`src/rtl/wb_pkg.sv`:
```
// Shared types and constants for the MEM/WB write-back stage.
//   wb_sel_e : write-back source select (ALU result, load data, PC+4, reserved)
//   F3_*     : load funct3 encodings consumed by the load extender
//   XLEN_DEF : default datapath width
package wb_pkg;

    localparam int XLEN_DEF = 32;

    typedef enum logic [1:0] {
        WB_ALU  = 2'b00,
        WB_MEM  = 2'b01,
        WB_PC4  = 2'b10,
        WB_RSVD = 2'b11
    } wb_sel_e;

    localparam logic [2:0] F3_LB  = 3'b000;
    localparam logic [2:0] F3_LH  = 3'b001;
    localparam logic [2:0] F3_LW  = 3'b010;
    localparam logic [2:0] F3_LBU = 3'b100;
    localparam logic [2:0] F3_LHU = 3'b101;

endpackage

```
`src/rtl/wb_writeback_stage_if.sv`:
```
// Bundle between the MEM stage / hazard unit and the write-back stage.
//   master : drives stall/flush and the in_* fields, observes the write port
//   slave  : the write-back stage itself
// Write port (RegWEn/rd_add/dataW), forwarding tap (fwd_*) and the retire
// counter travel back on the same bundle.
interface wb_writeback_stage_if #(
    parameter int XLEN  = 32,
    parameter int CNT_W = 32
);
    logic             stall;
    logic             flush;
    logic             in_valid;
    logic             in_RegWEn;
    logic [4:0]       in_rd_add;
    logic [1:0]       in_wb_sel;
    logic [2:0]       in_funct3;
    logic [1:0]       in_byte_off;
    logic [XLEN-1:0]  in_alu_result;
    logic [XLEN-1:0]  in_mem_rdata;
    logic [XLEN-1:0]  in_pc_plus4;

    logic             RegWEn;
    logic [4:0]       rd_add;
    logic [XLEN-1:0]  dataW;
    logic             fwd_valid;
    logic [4:0]       fwd_rd;
    logic [XLEN-1:0]  fwd_data;
    logic [CNT_W-1:0] retire_count;

    modport master (
        output stall, flush, in_valid, in_RegWEn, in_rd_add, in_wb_sel,
               in_funct3, in_byte_off, in_alu_result, in_mem_rdata, in_pc_plus4,
        input  RegWEn, rd_add, dataW, fwd_valid, fwd_rd, fwd_data, retire_count
    );

    modport slave (
        input  stall, flush, in_valid, in_RegWEn, in_rd_add, in_wb_sel,
               in_funct3, in_byte_off, in_alu_result, in_mem_rdata, in_pc_plus4,
        output RegWEn, rd_add, dataW, fwd_valid, fwd_rd, fwd_data, retire_count
    );

endinterface

```
`src/rtl/wb_writeback_stage_load_extend.sv`:
```
// Combinational load extender: picks the byte/halfword addressed by the low
// address bits out of the raw memory word and sign- or zero-extends it.
//   rdata_i    : raw word from data memory
//   funct3_i   : load type
//   byte_off_i : load address bits [1:0]
//   ext_o      : extended result
// Unknown funct3 codes fall through to a full-word load.
module load_extend
    import wb_pkg::*;
#(
    parameter int XLEN = XLEN_DEF
) (
    input  logic [XLEN-1:0] rdata_i,
    input  logic [2:0]      funct3_i,
    input  logic [1:0]      byte_off_i,
    output logic [XLEN-1:0] ext_o
);

    logic [7:0]  byte_sel;
    logic [15:0] half_sel;

    always_comb begin
        byte_sel = rdata_i[7:0];
        case (byte_off_i)
            2'd0: byte_sel = rdata_i[7:0];
            2'd1: byte_sel = rdata_i[15:8];
            2'd2: byte_sel = rdata_i[23:16];
            2'd3: byte_sel = rdata_i[31:24];
            default: byte_sel = rdata_i[7:0];
        endcase
        // Only bit 1 picks the halfword; a misaligned bit 0 is ignored.
        half_sel = byte_off_i[1] ? rdata_i[31:16] : rdata_i[15:0];
    end

    always_comb begin
        ext_o = rdata_i;
        case (funct3_i)
            F3_LB:   ext_o = {{(XLEN-8){byte_sel[7]}}, byte_sel};
            F3_LBU:  ext_o = {{(XLEN-8){1'b0}}, byte_sel};
            F3_LH:   ext_o = {{(XLEN-16){half_sel[15]}}, half_sel};
            F3_LHU:  ext_o = {{(XLEN-16){1'b0}}, half_sel};
            default: ext_o = rdata_i;
        endcase
    end

endmodule

```
`src/rtl/wb_writeback_stage.sv`:
```
// MEM/WB pipeline register plus write-back mux.
//   clk   : pipeline clock
//   rst_n : asynchronous active-low reset, clears stage and retire counter
//   wb    : slave side of the stage bundle (stall/flush, in_* capture fields,
//           register-file write port, forwarding tap, retire counter)
// Write port outputs are combinational from the stage registers, so a value
// captured at edge N is presented during cycle N and committed at edge N+1.
module wb_writeback_stage
    import wb_pkg::*;
#(
    parameter int XLEN  = XLEN_DEF,
    parameter int CNT_W = 32
) (
    input  logic                  clk,
    input  logic                  rst_n,
    wb_writeback_stage_if.slave   wb
);

    logic             valid_q;
    logic             regwen_q;
    logic [4:0]       rd_q;
    wb_sel_e          wb_sel_q;
    logic [2:0]       funct3_q;
    logic [1:0]       byte_off_q;
    logic [XLEN-1:0]  alu_q;
    logic [XLEN-1:0]  rdata_q;
    logic [XLEN-1:0]  pc4_q;
    logic [CNT_W-1:0] retire_count_q;
    logic [CNT_W-1:0] retire_count_d;

    logic [XLEN-1:0]  load_ext;
    logic             wr_en;
    logic [XLEN-1:0]  wr_data;

    load_extend #(.XLEN(XLEN)) u_load_extend (
        .rdata_i    (rdata_q),
        .funct3_i   (funct3_q),
        .byte_off_i (byte_off_q),
        .ext_o      (load_ext)
    );

    // The held instruction departs whenever the stage is not holding it:
    // a flush overrides stall, so the flushed-out instruction still retires.
    always_comb begin
        retire_count_d = retire_count_q;
        if (valid_q && (!wb.stall || wb.flush)) begin
            retire_count_d = retire_count_q + 1'b1;
        end
    end

    always_ff @(posedge clk or negedge rst_n) begin
        if (!rst_n) begin
            valid_q        <= 1'b0;
            regwen_q       <= 1'b0;
            rd_q           <= '0;
            wb_sel_q       <= WB_ALU;
            funct3_q       <= '0;
            byte_off_q     <= '0;
            alu_q          <= '0;
            rdata_q        <= '0;
            pc4_q          <= '0;
            retire_count_q <= '0;
        end else begin
            retire_count_q <= retire_count_d;
            if (wb.flush) begin
                valid_q <= 1'b0;
            end else if (!wb.stall) begin
                valid_q    <= wb.in_valid;
                regwen_q   <= wb.in_RegWEn;
                rd_q       <= wb.in_rd_add;
                wb_sel_q   <= wb_sel_e'(wb.in_wb_sel);
                funct3_q   <= wb.in_funct3;
                byte_off_q <= wb.in_byte_off;
                alu_q      <= wb.in_alu_result;
                rdata_q    <= wb.in_mem_rdata;
                pc4_q      <= wb.in_pc_plus4;
            end
        end
    end

    // x0 is hard-wired zero and the reserved select never writes.
    assign wr_en = valid_q & regwen_q & (rd_q != 5'd0) & (wb_sel_q != WB_RSVD);

    always_comb begin
        wr_data = '0;
        case (wb_sel_q)
            WB_ALU:  wr_data = alu_q;
            WB_MEM:  wr_data = load_ext;
            WB_PC4:  wr_data = pc4_q;
            default: wr_data = '0;
        endcase
    end

    assign wb.RegWEn       = wr_en;
    assign wb.rd_add       = rd_q;
    assign wb.dataW        = wr_data;
    // Forwarding tap mirrors the write port so EX sees the value being written.
    assign wb.fwd_valid    = wr_en;
    assign wb.fwd_rd       = rd_q;
    assign wb.fwd_data     = wr_data;
    assign wb.retire_count = retire_count_q;

endmodule

```
`src/flat_wrapper.sv`:
```
// flat-port wrapper written by rule: the top's interface ports become plain ports
module wb_writeback_stage_flat import wb_pkg::*;
#(
    parameter int XLEN  = XLEN_DEF,
    parameter int CNT_W = 32
)
  (clk, rst_n, wb_stall, wb_flush, wb_in_valid, wb_in_RegWEn, wb_in_rd_add, wb_in_wb_sel, wb_in_funct3, wb_in_byte_off, wb_in_alu_result, wb_in_mem_rdata, wb_in_pc_plus4, wb_RegWEn, wb_rd_add, wb_dataW, wb_fwd_valid, wb_fwd_rd, wb_fwd_data, wb_retire_count);
  wb_writeback_stage_if #(.XLEN(XLEN), .CNT_W(CNT_W)) wb_i ();
  input  logic clk;
  input  logic rst_n;
  input wire logic [$bits(wb_i.stall)-1:0] wb_stall;
  input wire logic [$bits(wb_i.flush)-1:0] wb_flush;
  input wire logic [$bits(wb_i.in_valid)-1:0] wb_in_valid;
  input wire logic [$bits(wb_i.in_RegWEn)-1:0] wb_in_RegWEn;
  input wire logic [$bits(wb_i.in_rd_add)-1:0] wb_in_rd_add;
  input wire logic [$bits(wb_i.in_wb_sel)-1:0] wb_in_wb_sel;
  input wire logic [$bits(wb_i.in_funct3)-1:0] wb_in_funct3;
  input wire logic [$bits(wb_i.in_byte_off)-1:0] wb_in_byte_off;
  input wire logic [$bits(wb_i.in_alu_result)-1:0] wb_in_alu_result;
  input wire logic [$bits(wb_i.in_mem_rdata)-1:0] wb_in_mem_rdata;
  input wire logic [$bits(wb_i.in_pc_plus4)-1:0] wb_in_pc_plus4;
  output wire logic [$bits(wb_i.RegWEn)-1:0] wb_RegWEn;
  output wire logic [$bits(wb_i.rd_add)-1:0] wb_rd_add;
  output wire logic [$bits(wb_i.dataW)-1:0] wb_dataW;
  output wire logic [$bits(wb_i.fwd_valid)-1:0] wb_fwd_valid;
  output wire logic [$bits(wb_i.fwd_rd)-1:0] wb_fwd_rd;
  output wire logic [$bits(wb_i.fwd_data)-1:0] wb_fwd_data;
  output wire logic [$bits(wb_i.retire_count)-1:0] wb_retire_count;
  assign wb_i.stall = wb_stall;
  assign wb_i.flush = wb_flush;
  assign wb_i.in_valid = wb_in_valid;
  assign wb_i.in_RegWEn = wb_in_RegWEn;
  assign wb_i.in_rd_add = wb_in_rd_add;
  assign wb_i.in_wb_sel = wb_in_wb_sel;
  assign wb_i.in_funct3 = wb_in_funct3;
  assign wb_i.in_byte_off = wb_in_byte_off;
  assign wb_i.in_alu_result = wb_in_alu_result;
  assign wb_i.in_mem_rdata = wb_in_mem_rdata;
  assign wb_i.in_pc_plus4 = wb_in_pc_plus4;
  assign wb_RegWEn = wb_i.RegWEn;
  assign wb_rd_add = wb_i.rd_add;
  assign wb_dataW = wb_i.dataW;
  assign wb_fwd_valid = wb_i.fwd_valid;
  assign wb_fwd_rd = wb_i.fwd_rd;
  assign wb_fwd_data = wb_i.fwd_data;
  assign wb_retire_count = wb_i.retire_count;
  wb_writeback_stage #(.XLEN(XLEN), .CNT_W(CNT_W)) u_core (.clk(clk), .rst_n(rst_n), .wb(wb_i));
endmodule
```
`config.mk`:
```
export PLATFORM = sky130hd
export DESIGN_NAME = wb_writeback_stage_flat
export DESIGN_NICKNAME = d
export VERILOG_FILES = /design/src/rtl/wb_pkg.sv /design/src/rtl/wb_writeback_stage_if.sv /design/src/rtl/wb_writeback_stage_load_extend.sv /design/src/rtl/wb_writeback_stage.sv /design/src/flat_wrapper.sv
export SDC_FILE = /design/constraint.sdc
export NUM_CORES = 1
export LEC_CHECK = 0
export ABC_AREA = 0
export BUFFER_PORTS_ARGS = -buffer_cell sky130_fd_sc_hd__clkbuf_2
export CELL_PAD_IN_SITES_DETAIL_PLACEMENT = 1
export CELL_PAD_IN_SITES_GLOBAL_PLACEMENT = 1
export CORE_ASPECT_RATIO = 1.5
export CORE_MARGIN = 4
export CORE_UTILIZATION = 43
export DETAILED_ROUTE_END_ITERATION = 6
export PLACE_DENSITY = 0.89
export SLEW_MARGIN = 40
export SYNTH_ARGS = -nofsm -noshare
export SYNTH_HDL_FRONTEND = slang
export SYNTH_SLANG_ARGS = --single-unit
export TNS_END_PERCENT = 30
```
`constraint.sdc`:
```
create_clock -name clk -period 3.3 [get_ports clk]
set_input_delay 0.66 -clock clk [delete_from_list [all_inputs] [get_ports clk]]
set_output_delay 0.66 -clock clk [all_outputs]
set_load 0.005 [all_outputs]
```
After elaboration in Yosys (flattened, before gate mapping). Index checks and enable logic that the tools add are counted.

$add $sub $neg: 1. Eq/ne operators: 10. Muxes and demuxes: 6. Bitwise logic cells: 5. Reduce and logical (&&, ||, !) cells: 8.

Operators with widths (count): case mux 32 bit (4 select lines) (1); case mux 32 bit (3 select lines) (1); adder 32 x 1 -> 32 bit, second input constant (1); case mux 8 bit (4 select lines) (1); two-way mux 16 bit (1); equality test 2 bit, second input constant (3); equality test 3 bit, second input constant (2); nonzero test 5 bit (1); equality test 2 x 1 -> 1 bit, second input constant (2); zero test 2 bit (2); AND 1 bit (3); equality test 3 x 1 -> 1 bit, second input constant (1); zero test 3 bit (1); two-way mux 1 bit (2); inequality test 2 x 1 -> 1 bit, second input constant (1); inequality test 2 bit, second input constant (1); NOT 1 bit (2); AND reduction 2 bit (1); logical AND 1 bit (1); zero test 1 bit (1); logical OR 1 bit (1).

Bits in registers: 142. Bits of input ports: 114. Output and inout bits: 108.

Longest topological paths before layout. Gate-level depths: netlist of run 1.

Depth after elaboration: 4. Mapped depth: 8. Depth with buffers taken out: 4.

Hierarchy. A second synthesis of run 1 with hierarchy kept.

Cells, all modules: 621. Area total of the unflattened synthesis: 7154.4 um^2.

By module, submodules not included: wb_writeback_stage (instances 1, cells an instance 510, area an instance 6486.2 um^2, sequential area each 3553.4 um^2); load_extend (instances 1, cells an instance 111, area an instance 668.1 um^2, sequential area each 0.0 um^2).

Worst setup path after synthesis of run 1. No wires, ideal clock.

Path kind: reg-to-output. Start: register u_core.byte_off_q[1]. End: output port wb_fwd_data[18]. Data arrival time: 1.698 ns. Setup slack: 0.942 ns. Cell stages (with the launch flop): 7. Buffers on the path: 2. Cell sequence: dfrtp_1 mux4_2 mux2_2 nand3_4 buf_8 o211ai_2 buf_4.

Longest elaborated chain between the ends: 4. Elaborated cells on any way between the ends: 8. Classes of those cells: eq/ne: 3; mux: 4; reduce/logical: 1.

Ends and longest elaborated chain: start, declared (RTL line wb_writeback_stage.sv:24) `logic [1:0] byte_off_q;`; start signal, assigned (RTL line wb_writeback_stage.sv:73) `byte_off_q <= wb.in_byte_off;`; equality test 2 bit, or another cell as far along (RTL line wb_writeback_stage_load_extend.sv:24) `case (byte_off_i)`; case mux 8 bit (4 select lines) (RTL line wb_writeback_stage_load_extend.sv:24); case mux 32 bit (4 select lines) (*) (RTL line wb_writeback_stage_load_extend.sv:37) `case (funct3_i)`; case mux 32 bit (3 select lines) (*) (RTL line wb_writeback_stage.sv:86) `case (wb_sel_q)`; end, declared (RTL line flat_wrapper.sv:27) `output wire logic [$bits(wb_i.fwd_data)-1:0] wb_fwd_data;`.

Every way passes the cells marked *; elsewhere a longest branch is shown, timed or not.

Worst setup path in the final report of run 1.
Start: register u_core.byte_off_q[1]. End: output port wb_dataW[31].

Longest elaborated chain between the ends: 4. Elaborated cells on any way between the ends: 8. Classes of those cells: eq/ne: 3; mux: 4; reduce/logical: 1.

Ends and longest elaborated chain: equality test 2 bit, or another cell as far along (RTL line wb_writeback_stage_load_extend.sv:24); case mux 8 bit (4 select lines) (RTL line wb_writeback_stage_load_extend.sv:24); case mux 32 bit (4 select lines) (*) (RTL line wb_writeback_stage_load_extend.sv:37); case mux 32 bit (3 select lines) (*) (RTL line wb_writeback_stage.sv:86); end, declared (RTL line flat_wrapper.sv:24) `output wire logic [$bits(wb_i.dataW)-1:0] wb_dataW;`.

Marked as above.

==> results of run 1 <==
-- metal layers --
| layer | share of wire | vias up | track usage |
|---|---|---|---|
| li1 | - | 2416 | - |
| met1 | 0.37 | 2685 | 0.2501 |
| met2 | 0.55 | 162 | 0.4129 |
| met3 | 0.055 | 33 | 0.05578 |
| met4 | 0.025 | 0 | 0.08201 |
| met5 | 0 | - | 0 |
-- power by group --
group	leakage, nW	switching, W	internal, W
sequential	1.73	0.000205	0.00197
clock	0.324	0.000758	0.00144
combinational	2.13	0.000590	0.000595
total	4.18	0.00155	0.00401
-- metrics by stage --
step	instance area [µm²]	cells	hold WS (ns)	worst slack, ns
floorplan	7104	584	0.3644	0.9419
global placement	8147	949	0.4678	0.7699
detailed placement	8147	949	0.4758	0.7239
CTS	8825	981	0.3062	0.2509
global route	8830	982	0.3128	0.1858
finish	8830	982	0.2513	0.3237
-- how the worst max path moves through the flow --
stage	cells after the start	slack (ns)	startpoint	endpoint
6_report	6	0.32	u_core.byte_off_q[1]	wb_dataW[31]
5_1_grt	6	0.19	u_core.byte_off_q[1]	wb_fwd_data[31]
4_1_cts	6	0.25	u_core.byte_off_q[1]	wb_dataW[31]
3_5_place_dp	6	0.72	u_core.byte_off_q[1]	wb_dataW[31]
3_3_place_gp	6	0.77	u_core.byte_off_q[1]	wb_fwd_data[31]
2_1_floorplan	6	0.94	u_core.byte_off_q[1]	wb_fwd_data[18]
-- cell usage after synthesis (12+ instances only) --
library cell and n:
xnor2_1 19, buf_2 15, o22ai_1 15, mux2_2 109
o211ai_1 13, mux2i_1 40, nor2_1 13, nand2_1 36
xor2_1 12, nand3_1 12, dfrtp_1 142, nor3_1 14
nand4_1 13, buf_4 38, clkbuf_1 14
-- cells by family after synthesis --
kind of cell,count (synthesis),share of synthesized area
compound gates,57,0.05970
xor+xnor,31,0.03822
fa+ha+maj,1,0.001761
buf+inv,75,0.06393
flops,142,0.5002
mux,150,0.2323
simple gates,128,0.1039
-- area by class of cell --
| class | count | share of cell area |
|---|---|---|
| Sequential cell | 142 | 0.4027 |
| Timing Repair Buffer | 229 | 0.1373 |
| Inverter | 5 | 0.002126 |
| Multi-Input combinational cell | 367 | 0.3516 |
| Clock inverter | 13 | 0.02664 |
| Antenna cell | 1 | 0.0002834 |
| Tap cell | 206 | 0.02919 |
| Clock buffer | 19 | 0.05016 |
-- state kept, by name, summed over array words and instances (netlist names) --
register                count
u_core.wb.retire_count     32
u_core.pc4_q               32
u_core.rdata_q             32
u_core.byte_off_q           2
u_core.regwen_q             1
u_core.valid_q              1
u_core.alu_q               32
u_core.wb.fwd_rd            5
u_core.funct3_q             3
u_core.wb_sel_q             2
==> run metrics, run 1 <==
DRC violations left=0; initial core utilization=0.4388; Syn Area/Cell=12.16 µm²; Max-cap violations=0; number of distinct library cells after synthesis=44; Multi-input gate area=0.003104 mm²; Filler cells=1708; antenna violations before repair=1; Yosys reg bits=142; drt total wl=20570 µm; Inserted Clock Buffers=17; Peak VDD IR=429.8 µV; CP startpoint kind=flop; critical path fanouts, max=16; largest net degree at the start of global routing=89; IO Count=222; post-route ant nets=0; Register Area=0.003556 mm²; Post-CTS Setup Bufs=0; Leakage=4.178 nW; Final Setup Violations=0; Max Root-Sink Buffers=2; CORE AREA=0.01619 mm²; Die Wd=113.0 µm; worst r2r dst=u_core.wb.retire_count[28]; Post-synth EDFFs=0; CP delay by family, top=multiplexers; port bufs=221; WS Path Type=flop to output pin; Net Count, Synth=699; min-delay worst type=input pin to async pin; final hold violations=0; post-cts sizing count=0; GPL Wtd Cong=0.8567; Area contributors post-synth=dfrtp_1 50%, mux2_2 17%, mux2i_1 5.6%, buf_4 4.0%, xnor2_1 2.3%; crit end category=output pin; die area=0.01868 mm²; vias in the first global route=5885; Site Rows=57; Ys Warns=0; cell mode on critical path=mux2_2; Clock transition at path regs=0.06 ns; Post-synth top flop=dfrtp_1; WL per Instance=20.95 µm; Setup Skew=0.004830 ns; worst r2r src=u_core.wb.retire_count[15]; area leader, netlist=dfrtp_1; Mapped Area=0.007104 mm²; post-synth top area share=0.5002; clk root buf=clkbuf_16; minimum clock period after layout=2.976 ns; Max Freq=336.0 MHz; Max Slew Vio Count=0; area added between synthesis and finish=24.29%; CP max-delay cell=mux2_2; post-DR vias/cell=5.393; CP Buf/Inv Count=2; Slew headroom=0.5279; pwr dens=629.7 mW/mm²; Register-to-Register Setup Slack=1.51 ns; CP required=2.64 ns; nets=877; most common cell after layout, fill and taps aside=clkbuf_2; CTS Sinks=142; Reg2Reg Depth=4; total number of vias=5296; clk_lat worst skew=0.42 ns; status=completed; total power=0.005560 W; TritonCTS clock tree=built; fraction of layout cells with a size suffix above 1=0.5084; 1st-iter DRT viols=176; RSZ-0062 raised after global routing=false; Total GRT Usage=0.2247; GRT overflow=0; setup TNS=0 ns; global-route wire length before repair=32270 µm; maximum single-stage delay on the critical path=0.38 ns; TritonRoute pass-1 iters=4; Worst Max-Slew Pin Slew=0.7066 ns; hpwl dp=15350 µm; Die Span Y=165.4 µm; cells after synthesis=584; depth of the CTS H-tree=4; CP Cell Sequence=buf_4 > mux2_2 > mux2_2 > nand3_4 > o211ai_1 > clkbuf_2; most frequent cells in the layout=220 x clkbuf_2, 140 x dfrtp_1, 109 x mux2_2, 40 x mux2i_1, 36 x nand2_1; period utilisation layout=0.9019; utilization after layout=0.5454; # hold bufs at CTS=0; sequential share of the synthesized area=0.5002; Synth async-reset ratio=1.000; crit path DAT=2.32 ns
(Power assumes the default switching activity.)
==> run 2: changes to the inputs <==
Settings changed: REMOVE_ABC_BUFFERS from default to 1.
==> run 2 against run 1 <==
Clock-buffer cell count is 1 higher. Critical path depth is 1 lower. Die area stayed put. Clock power down 9.5%. Register-to-register slack is essentially flat. Worst hold slack got worse by 0.050 ns. Cell area is 0.75% lower. Critical path type unchanged. Critical endpoint is now wb_dataW[28]. Total power is 3.7% lower. Sequential share of layout area grew 0.30 points. Global-route usage increased by 0.58 points. Non-clock buffer count is 3 higher. Sequential cell count unchanged.
==> run metrics, run 2 (synthesis gave the netlist of run 1 again) <==
status=completed; WS Path Type=flop to output pin; port bufs=221; Max Slew Vio Count=0; clk root buf=clkbuf_16; most common cell after layout, fill and taps aside=clkbuf_2; clk_lat worst skew=0.41 ns; Max Root-Sink Buffers=2; GPL Wtd Cong=0.8410; most frequent cells in the layout=220 x clkbuf_2, 140 x dfrtp_1, 109 x mux2_2, 40 x mux2i_1, 36 x nand2_1; initial core utilization=0.4388; GRT overflow=0; Site Rows=57; Placement Setup Slack=0.6878 ns; post-route ant nets=0; min-delay worst type=input pin to async pin; Max-cap violations=0; Max Freq=331.0 MHz; drt total wl=21180 µm; total number of vias=5368; critical path fanouts, max=18; TritonRoute pass-1 iters=4; fraction of layout cells with a size suffix above 1=0.5090; Register Area=0.003556 mm²; final hold violations=0; hold_ws=0.2010 ns; CP required=2.64 ns; Total GRT Usage=0.2305; CP startpoint kind=flop; pwr dens=610.7 mW/mm²; DRC violations left=0; Worst Max-Slew Pin Slew=0.7393 ns; nets=880; CP max-delay cell=and2_1; Filler cells=1747; Multi-input gate area=0.003104 mm²; global-route wire length before repair=33440 µm; Inserted Clock Buffers=17; antenna violations before repair=1; Final Worst Setup Slack=0.2788 ns; post-DR vias/cell=5.455; hpwl dp=15840 µm; maximum single-stage delay on the critical path=0.62 ns; Setup Skew=0.01296 ns; CP Cell Sequence=nor2b_2 > and2_1 > nand2_1 > o211ai_1 > clkbuf_2; Peak VDD IR=264.7 µV; WL per Instance=21.53 µm; CORE AREA=0.01619 mm²; Clock transition at path regs=0.07 ns; total power=0.005352 W; vias in the first global route=6080; Die Wd=113.0 µm; crit path DAT=2.36 ns; minimum clock period after layout=3.021 ns; # diodes=0; area added between synthesis and finish=23.35%; Slew headroom=0.5071; Post-CTS Setup Bufs=0; 1st-iter DRT viols=218; RSZ-0062 raised after global routing=false; period utilisation layout=0.9155; largest net degree at the start of global routing=113; Die Span Y=165.4 µm; Leakage=4.146 nW; placed cell area=0.008157 mm²; TritonCTS clock tree=built; CTS Sinks=142; crit end category=output pin; # hold bufs at CTS=0; IO Count=222; die area=0.01868 mm²; depth of the CTS H-tree=4; post-cts sizing count=0; Final Setup Violations=0; final non-filler cell area=0.008763 mm²
## run 2: changes by cell type in the layout (fill, tap and decap cells not counted), sizes merged
cell,previous run,this run
buf,8,12
bufinv,6,3
clkinv,3,2
clkinvlp,2,4
diode,1,0
inv,7,8
## run 2: final timing paths
check / startpoint / to / slack, ns / depth (start not counted)
max: u_core.wb_sel_q[0] / wb_dataW[28] / 0.28 / 5
min: rst_n / u_core.wb.retire_count[26] / 0.20 / 1
max reg2reg: u_core.wb.retire_count[15] / u_core.wb.retire_count[28] / 1.50 / 4
min reg2reg: u_core.wb.retire_count[31] / u_core.wb.retire_count[31] / 0.48 / 1
max in group asynchronous: rst_n / u_core.wb_sel_q[0] / 2.37 / 2
min in group clk: wb_in_wb_sel[1] / u_core.wb_sel_q[1] / 0.47 / 3
## run 2: critical path, delay by kind of cell (launching register included)
kind / cells / cell delay (ns)
compound gates: 1 / 0.17
buf+inv: 1 / 0.16
flops: 1 / 0.61
simple gates: 3 / 1.00
## run 2: report_power, final
part / total (W) / internal (W) / switching [W]
Sequential: 0.00218 / 0.00197 / 0.000216
Combinational: 0.00118 / 0.000595 / 0.000581
Clock: 0.00199 / 0.00122 / 0.000774
## run 2: final cells by class
| class | count | area share |
|---|---|---|
| repair buffers | 232 | 0.1392 |
| flip-flops and latches | 142 | 0.4058 |
| clock inverters | 12 | 0.01828 |
| inverters | 5 | 0.002142 |
| well taps | 206 | 0.02941 |
| multi-input cells | 367 | 0.3542 |
| clock buffers | 20 | 0.05097 |
## run 2: through the flow
step | utilization | setup TNS [ns] | instances
floorplan | - | -291.50 | 514
global placement | 0.5038 | 0 | 952
detailed placement | 0.5038 | 0 | 952
CTS | 0.5413 | 0 | 984
global route | 0.5413 | 0 | 984
finish | 0.5413 | 0 | 984
## run 2: per-layer routing
metal	global-route usage	wire, µm	up-vias
li1	-	-	2424
met1	0.2524	7856	2741
met2	0.4364	11860	166
met3	0.04666	990	35
met4	0.08365	464	2
met5	0	8	-
==> run 3: changes to the inputs <==
Settings changed: ABC_AREA 0 to 1, CORE_UTILIZATION 43 to 40, PLACE_DENSITY 0.89 to 0.9.
==> run 3 against run 2 <==
Clock power down 8%. Clock skew down 0.0054 ns. Sequential power down 5%. Non-clock buffer count down 4. Worst setup slack worse by 0.024 ns. Cell area up 4.8%. Maximum frequency down 0.78%. Critical endpoint is now wb_dataW[22].
==> run metrics, run 3 <==
status=completed; CORE AREA=0.01862 mm²; post-DR vias/cell=4.980; fraction of layout cells with a size suffix above 1=0.2373; Post-CTS Setup Bufs=0; depth of the CTS H-tree=4; Clock transition at path regs=0.07 ns; Slew headroom=0.5036; hpwl dp=18110 µm; Syn Area/Cell=7.424 µm²; sequential share of the synthesized area=0.4688; period utilisation layout=0.9227; hold_ws=0.2062 ns; Worst Max-Slew Pin Slew=0.7437 ns; utilization after layout=0.4933; Setup Skew=0.007564 ns; initial core utilization=0.4070; TritonRoute pass-1 iters=4; Synth async-reset ratio=1.000; clk root buf=clkbuf_16; Post-synth top flop=dfrtp_1; Site Rows=61; CTS Sinks=142; Ys Warns=0; port bufs=221; Post-synth EDFFs=0; CP required=2.64 ns; critical path fanouts, max=23; Die Wd=120.4 µm; Yosys reg bits=142; total power=0.005051 W; Inserted Clock Buffers=17; Total GRT Usage=0.2324; Peak VDD IR=239.3 µV; die area=0.02126 mm²; Die Span Y=176.6 µm; largest net degree at the start of global routing=187; min-delay worst type=input pin to async pin; worst r2r src=u_core.wb.retire_count[1]; post-cts sizing count=0; pwr dens=549.8 mW/mm²; Max Root-Sink Buffers=2; area added between synthesis and finish=21.20%; number of distinct library cells after synthesis=34; IO Count=222; clk_lat worst skew=0.42 ns; minimum clock period after layout=3.045 ns; post-synth top area share=0.4688; Final Worst Setup Slack=0.2551 ns; most frequent cells in the layout=391 x nand2_1, 220 x clkbuf_2, 142 x dfrtp_1, 114 x inv_1, 82 x o21ai_0; Leakage=4.881 nW; vias in the first global route=7766; most frequent cell after synthesis=nand2_1; cells after synthesis=1021; TritonCTS clock tree=built; Placement Setup Slack=0.7900 ns; nets=1307; # diodes=0; Commonest cells post-synth=391 x nand2_1, 142 x dfrtp_1, 115 x inv_1; Area contributors post-synth=dfrtp_1 47%, nand2_1 19%, inv_1 5.7%, o21ai_0 5.4%, buf_4 3.8%; global-route wire length before repair=39140 µm; most common cell after layout, fill and taps aside=nand2_1; worst setup path startpoint=u_core.funct3_q[1]; drt total wl=24520 µm; # hold bufs at CTS=0; crit path DAT=2.38 ns; final hold violations=0; Max-cap violations=0; Reg2Reg Depth=10; RSZ-0062 raised after global routing=false; GPL Wtd Cong=0.8869; crit end category=output pin; DRC violations left=0; Final Setup Violations=0; WS Path Type=flop to output pin; Max Slew Vio Count=0; post-route ant nets=0; Mapped Area=0.007580 mm²; CP startpoint kind=flop; antenna violations before repair=0; total number of vias=7256; GRT overflow=0; WL per Instance=16.83 µm; 1st-iter DRT viols=395; Max Freq=328.4 MHz; area leader, netlist=dfrtp_1
==> run 3: cell count changes in the layout (fill, tap and decap cells not counted), sizes merged, moves of 23 or more <==
cell	previous run	this run
inv	8	128
nor2	13	64
o21ai	11	83
a21oi	4	29
mux2i	40	0
nand2	36	397
nand3	15	38
mux2	109	0
==> run 3: layout make-up <==
type | count | area (µm²)
Clock buffer | 18 | 439.2
Clock inverter | 14 | 120.1
Fill cell | 2454 | 9437
Inverter | 121 | 459.2
Multi-Input combinational cell | 682 | 3109
Sequential cell | 142 | 3553
Tap cell | 252 | 315.3
Timing Repair Buffer | 228 | 1190
==> run 3: metal layers <==
layer | up-vias | part of all wire | track usage | routed length [µm]
li1 | 3489 | - | - | -
met3 | 62 | 0.056 | 0.04776 | 1365
met5 | - | 0 | 0 | 0
met1 | 3470 | 0.37 | 0.2506 | 9008
met2 | 235 | 0.54 | 0.4334 | 13210
met4 | 0 | 0.038 | 0.1016 | 937
==> run 3: final timing paths <==
check	to	slack [ns]
hold / removal	u_core.pc4_q[21]	0.21
hold reg to reg	u_core.pc4_q[11]	0.47
min in group clk	u_core.alu_q[2]	0.44
max in group asynchronous	u_core.byte_off_q[0]	2.35
setup reg to reg	u_core.wb.retire_count[20]	1.64
setup / recovery	wb_dataW[22]	0.26
==> run 3: cell families after synthesis <==
| logic type | after synthesis | share of synthesized area |
|---|---|---|
| AO/OA/AOI/OAI | 145 | 0.1032 |
| adder cells (fa/ha/maj) | 1 | 0.001650 |
| XOR/XNOR | 18 | 0.02080 |
| buffers and inverters | 197 | 0.1220 |
| AND/OR/NAND/NOR | 518 | 0.2836 |
| flip-flops | 142 | 0.4688 |
==> run 3: stage by stage <==
step	setup TNS (ns)	area (µm²)	instances
2_1_floorplan	-385.78	7114	945
3_3_place_gp	0	8627	1425
3_5_place_dp	0	8627	1425
4_1_cts	0	9186	1457
5_1_grt	0	9186	1457
6_report	0	9186	1457
==> run 3: where the power goes <==
group | total (W) | switching (W) | internal, W
Combinational | 0.00113 | 0.000711 | 0.000421
Sequential | 0.00208 | 0.000138 | 0.00194
Clock | 0.00184 | 0.000838 | 0.00101
==> run 3: critical path, cell delays in order, from the launching register on <==
cell	delay, ns
dfrtp_1	0.69
buf_4	0.39
nor2_1	0.13
nand3_1	0.17
nand3_4	0.22
nand2_1	0.13
nand2_1	0.10
clkbuf_2	0.12
